File: config.mk
export PLATFORM = sky130hd
export DESIGN_NAME = hdlc_rx_deframer
export DESIGN_NICKNAME = d
export VERILOG_FILES = /design/src/rtl/hdlc_rx_deframer.sv
export SDC_FILE = /design/constraint.sdc
export NUM_CORES = 1
export LEC_CHECK = 0
export CAP_MARGIN = 10
export CORE_UTILIZATION = 60
export DETAILED_ROUTE_END_ITERATION = 10
export PLACE_DENSITY = 0.95
export SLEW_MARGIN = 10
export SYNTH_ARGS = -nofsm -noshare
export SYNTH_HDL_FRONTEND = slang
export SYNTH_SLANG_ARGS = --single-unit
File: constraint.sdc
create_clock -name i_clk -period 3.9 [get_ports i_clk]
set_input_delay 0.39 -clock i_clk [delete_from_list [all_inputs] [get_ports i_clk]]
set_output_delay 0.39 -clock i_clk [all_outputs]
set_load 0.02 [all_outputs]
File: src/rtl/hdlc_rx_deframer.sv
// hdlc_rx_deframer: HDLC receive deframer: flag/abort/stuff detection, zero stripping, LSB-first word assembly, frame status.
// Define HDLC_RX_FCS_EN to add the CRC-16-CCITT FCS check (status[3]).
module hdlc_rx_deframer #(
  parameter int DATA_W   = 8,
  parameter int MAX_ONES = 5,
  parameter int LEN_W    = 12
) (
  input  logic              i_clk,
  input  logic              i_reset_n,
  input  logic              i_in_valid,
  input  logic              i_in,
  output logic              o_out_valid,
  output logic [DATA_W-1:0] o_out_data,
  output logic              o_out_sof,
  output logic              o_frame_end,
  output logic [LEN_W-1:0]  o_frame_len,
  output logic [3:0]        o_frame_status,
  output logic              o_flag,
  output logic              o_disc,
  output logic              o_err
);
  localparam int DL = MAX_ONES + 2;
  localparam int OW = $clog2(MAX_ONES + 3);
  localparam int DW = $clog2(DL + 1);
  localparam int AW = $clog2(DATA_W + 1);

  typedef enum logic {HUNT, FRAME} state_t;

  state_t            r_state;
  logic [OW-1:0]     r_ones;
  logic [DL-1:0]     r_dl;
  logic [DW-1:0]     r_dl_cnt;
  logic [DATA_W-1:0] r_asm;
  logic [AW-1:0]     r_asm_cnt;
  logic [LEN_W-1:0]  r_len;
  logic              r_ovf;
  logic              w_abort, w_flag, w_stuff, w_push, w_grad, w_gbit, w_done, w_empty, w_fcs_err;
  logic [DATA_W-1:0] w_asm_nxt;

  assign w_abort   = i_in && r_ones == OW'(MAX_ONES + 1);
  assign w_flag    = !i_in && r_ones == OW'(MAX_ONES + 1);
  assign w_stuff   = !i_in && r_ones == OW'(MAX_ONES);
  assign w_push    = r_state == FRAME && !w_abort && !w_flag && !w_stuff;
  // the delay line keeps the flag's leading bits out of the payload
  assign w_grad    = w_push && r_dl_cnt == DW'(DL);
  assign w_gbit    = r_dl[DL-1];
  assign w_asm_nxt = (r_asm >> 1) | (DATA_W'(w_gbit) << (DATA_W - 1));
  assign w_done    = r_asm_cnt == AW'(DATA_W - 1);
  assign w_empty   = r_len == '0 && r_asm_cnt == '0;

`ifdef HDLC_RX_FCS_EN
  logic [15:0] r_crc;
  always_ff @(posedge i_clk or negedge i_reset_n) begin
    if (!i_reset_n) r_crc <= 16'hFFFF;
    else if (i_in_valid && w_flag) r_crc <= 16'hFFFF;
    else if (i_in_valid && w_grad) r_crc <= (r_crc >> 1) ^ ((r_crc[0] ^ w_gbit) ? 16'h8408 : 16'h0000);
  end
  assign w_fcs_err = r_crc != 16'hF0B8;
`else
  assign w_fcs_err = 1'b0;
`endif

  always_ff @(posedge i_clk or negedge i_reset_n) begin
    if (!i_reset_n) begin
      r_state        <= HUNT;
      r_ones         <= '0;
      r_dl           <= '0;
      r_dl_cnt       <= '0;
      r_asm          <= '0;
      r_asm_cnt      <= '0;
      r_len          <= '0;
      r_ovf          <= 1'b0;
      o_out_valid    <= 1'b0;
      o_out_data     <= '0;
      o_out_sof      <= 1'b0;
      o_frame_end    <= 1'b0;
      o_frame_len    <= '0;
      o_frame_status <= '0;
      o_flag         <= 1'b0;
      o_disc         <= 1'b0;
      o_err          <= 1'b0;
    end else begin
      {o_out_valid, o_out_sof, o_frame_end, o_flag, o_disc, o_err} <= '0;
      if (i_in_valid) begin
        r_ones <= i_in ? (r_ones == OW'(MAX_ONES + 2) ? r_ones : r_ones + OW'(1)) : '0;
        o_err  <= w_abort;
        o_flag <= w_flag;
        if (w_flag) begin
          r_state   <= FRAME;
          r_dl      <= '0;
          r_dl_cnt  <= '0;
          r_asm     <= '0;
          r_asm_cnt <= '0;
          r_len     <= '0;
          r_ovf     <= 1'b0;
          if (r_state == FRAME && !w_empty) begin
            o_frame_end    <= 1'b1;
            o_frame_len    <= r_len;
            o_frame_status <= {w_fcs_err, r_ovf, r_asm_cnt != '0, 1'b0};
          end
        end else if (r_state == FRAME) begin
          if (w_abort) begin
            r_state        <= HUNT;
            o_frame_end    <= 1'b1;
            o_frame_len    <= r_len;
            o_frame_status <= {1'b0, r_ovf, 2'b01};
          end else if (w_stuff) begin
            o_disc <= 1'b1;
          end else begin
            r_dl <= {r_dl[DL-2:0], i_in};
            if (!w_grad) r_dl_cnt <= r_dl_cnt + DW'(1);
            if (w_grad) begin
              r_asm     <= w_asm_nxt;
              r_asm_cnt <= w_done ? '0 : r_asm_cnt + AW'(1);
              if (w_done && &r_len) begin
                r_ovf <= 1'b1;
              end else if (w_done) begin
                o_out_valid <= 1'b1;
                o_out_data  <= w_asm_nxt;
                o_out_sof   <= r_len == '0;
                r_len       <= r_len + LEN_W'(1);
              end
            end
          end
        end
      end
    end
  end
endmodule
==> results.py <==
metrics = {
    "synthesis": {
        "synth_most_common_cell": "dfrtp_1",
        "ys_warn_count": 0,
        "synth-seq-cells": 67,
        "avgSynthCellArea_um2": 11.3,
        "synth-main-ff-cell": "dfrtp_1",
        "netlist_instances": 266,
        "synth_area_um2": 3010,
        "ys_types": 41,
        "seq_area_frac_synth_pct": 55.8,
        "synthArstFlopShare_pct": 100,
        "synthTopCellsByCount": "dfrtp_1, nand2_1, o21ai_0",
        "synth_nets": 280,
        "yosys.area.top_type": "dfrtp_1",
        "synth_top_area_share_pct": 55.8,
        "synth_edf_count": 0,
        "ys_top_cells_by_area": "dfrtp_1, mux2_2, a22o_1",
    },
    "critical_path": {
        "cp_num_buf_inv": 1,
        "end_kind": "register",
        "reg2reg_from": "r_ones[0]",
        "worstSetupPathType": "register to register",
        "startpoint_type": "register",
        "crit_family": "compound AO/OA/AOI/OAI gates",
        "ff2ff_path_depth": 7,
        "crit_fanout": 14,
        "cpPeakStageDelay_ps": 500,
        "rrSetupSlack_ps": 1380,
        "worstPathCellList": "inv_1 > ha_1 > and2_1 > o21ai_1 > o211ai_1 > or3_1 > a21oi_1",
        "slowest_stage": "o211ai_1",
        "rr_endpoint": "r_len[4]",
        "worst_ep_required_time_ps": 4170,
        "critical_path_arrival_ps": 2790,
    },
    "route": {
        "dr_total_vias": 2146,
        "avgViaCountPerCell": 5.75,
        "drc": 0,
        "routed_wl_mm": 5.54,
        "ant_nets": 0,
        "first_pass_iters": 4,
        "drt_iter0_drc": 127,
        "wl_per_cell_um": 14.8,
    },
    "placed_design": {
        "dp_hpwl_mm": 3.81,
        "dp_cells": 357,
        "gp_congestion": 0.863,
        "portBuffers": 32,
    },
    "floorplanning": {
        "die-area_um2": 5300,
        "fp.dieW_um": 72.8,
        "ios": 34,
        "die_h_um": 72.8,
        "rows": 25,
        "initial_utilization_pct": 62.8,
        "coreArea_um2": 4790,
    },
    "pwr": {
        "total_leakage_power_nw": 1.68,
        "ir_worst_vdd_v": 0.000308,
        "pwr-share-comb_pct": 11.7,
        "swShare_pct": 25.1,
        "powerDensity_nw_per_um2": 450,
        "clkPwrFrac_pct": 37.9,
        "internal-power_mw": 1.20,
        "seq_power_share_pct": 50.4,
        "p_switching_mw": 0.403,
        "report.power.total_mw": 1.60,
    },
    "clock_network": {
        "insertion_delay_ps": 340,
        "cts_resized": 0,
        "cts.htree.levels": 3,
        "ctsHoldBuffers": 0,
        "path_clk_slew_ps": 70,
        "cts_setup_buffers": 0,
        "numCtsBuffers": 9,
        "cts.path.max_buffers": 2,
        "cts_tree": "yes",
        "cts.sinks": 67,
        "cts-root-buf": "clkbuf_8",
    },
    "grt": {
        "antenna_found_initial": 0,
        "gr-total-overflow": 0,
        "track_usage_pct": 24.4,
        "grt_pass1_vias": 2049,
        "grt_pass1_wl_mm": 9.48,
        "grt_max_degree": 38,
    },
    "run_status": {
        "status": "finished, final reports clean",
    },
    "layout": {
        "nets": 315,
        "area_growth_pct": 18.6,
        "drive_gt1_share_pct": 12.4,
        "antenna_cells": 0,
        "nFillCells": 305,
        "stdcell_count": 373,
    },
    "timing": {
        "skew_ps": 5.19,
        "setup_viol": 0,
        "setup_tns_ps": 0,
        "rsz0062_at_grt": "no",
        "period_needed_ps": 2520,
        "max-slew-margin-rel_pct": 34.4,
        "timing.fmax_ghz": 0.397,
        "worst-slew-pin-transition_ps": 979,
        "min_period_over_period_pct": 64.6,
        "drv_slew": 0,
        "hold_violations": 0,
    },
    "job": {
        "maxCapViolations": 0,
    },
    "hold_path": {
        "min_path_type": "primary input to asynchronous set/reset pin",
    },
}
==> worst register-to-register path, delay by kind of cell (launching register included) <==
kind	cells	cell delay, ps
buffers and inverters	1	80
AOI/OAI and AO/OA	3	1000
and+or+nand+nor	2	670
adders and majority gates	1	270
DFF	1	410
==> layout by cell type, fill, tap and decap left out, types with 2 or more instances in the layout <==
master / instances
o21ai_0: 20
a22o_1: 16
nand4_1: 7
nor2b_1: 2
nor4_1: 2
and2_1: 3
nor2_1: 11
clkinv_2: 2
nand2b_1: 4
and3_1: 7
or3_1: 4
dfrtp_1: 67
inv_1: 9
bufinv_16: 2
a21oi_1: 9
xor2_1: 4
o31ai_1: 2
and4_1: 2
nand3_1: 8
mux2_2: 18
clkbuf_8: 9
clkbuf_1: 2
ha_1: 10
clkdlybuf4s50_1: 31
nand2_1: 30
nor3_1: 3
mux2_1: 2
o21a_1: 3
==> layer usage <==
metal,global-route usage [%],up-vias,wire length (um)
met1,33.4,1028,2530
met2,35.2,83,2570
met4,13.5,0,139
met5,0,-,0
li1,-,1019,-
met3,7.04,16,300
==> how the worst max path moves through the flow <==
stage | cells after the start | slack (ps) | to | startpoint
2_1_floorplan | 7 | 1880 | o_frame_len[8] | r_len[0]
3_3_place_gp | 6 | 1210 | r_len[4] | i_in
3_5_place_dp | 5 | 1050 | o_out_data[2] | i_in
4_1_cts | 7 | 1400 | r_len[4] | r_ones[0]
5_1_grt | 7 | 1150 | r_len[11] | r_ones[0]
6_report | 7 | 1380 | r_len[4] | r_ones[0]
==> per-stage QoR <==
stage | cell area, um2 | hold slack (ps) | util [%] | setup WS, ps
2_1_floorplan | 3010 | 94.4 | - | 1880
3_3_place_gp | 3360 | 456 | 70.1 | 1210
3_5_place_dp | 3360 | 473 | 70.1 | 1050
4_1_cts | 3560 | 106 | 74.5 | 1400
5_1_grt | 3560 | 130 | 74.5 | 1150
6_report | 3560 | 88.1 | 74.5 | 1380
==> kinds of logic (layout without fill, tap and decap cells) <==
kind of cell | Yosys count | count (layout) | share of synthesized area [%]
AOI/OAI and AO/OA | 56 | 56 | 13.0
xor gates and xnor gates | 4 | 4 | 1.17
adders and majority gates | 10 | 10 | 4.16
buffers and inverters | 19 | 59 | 3.16
DFF | 67 | 67 | 55.8
muxes | 20 | 20 | 7.49
other | 1 | 1 | 0.125
and+or+nand+nor | 89 | 89 | 15.1
==> state kept, by name, summed over array words and instances (netlist names), 3 cells and up, named ones only <==
signal and flops:
r_dl 7, r_asm_cnt 4, o_frame_status 3, o_frame_len 12, o_out_data 8, r_asm 7, r_dl_cnt 3, r_ones 3
r_len 12
==> power groups by stage <==
stage               clock network, mW  logic, mW  registers [mW]
global route                    0.652      0.211           0.816
CTS                             0.617      0.189           0.808
finish                          0.608      0.187           0.808
global placement                    0      0.174           0.815
floorplan                           0      0.137           0.809
detailed placement                  0      0.186           0.820
==> cell type report <==
type | count | area (um2) | area share [%]
Clock inverter | 5 | 77.6 | 2.18
Timing Repair Buffer | 33 | 323 | 9.06
Sequential cell | 67 | 1680 | 47.0
Tap cell | 67 | 83.8 | 2.35
Multi-Input combinational cell | 180 | 1230 | 34.6
Inverter | 10 | 37.5 | 1.05
Clock buffer | 11 | 131 | 3.69
Power figures use the tool's default switching activity.
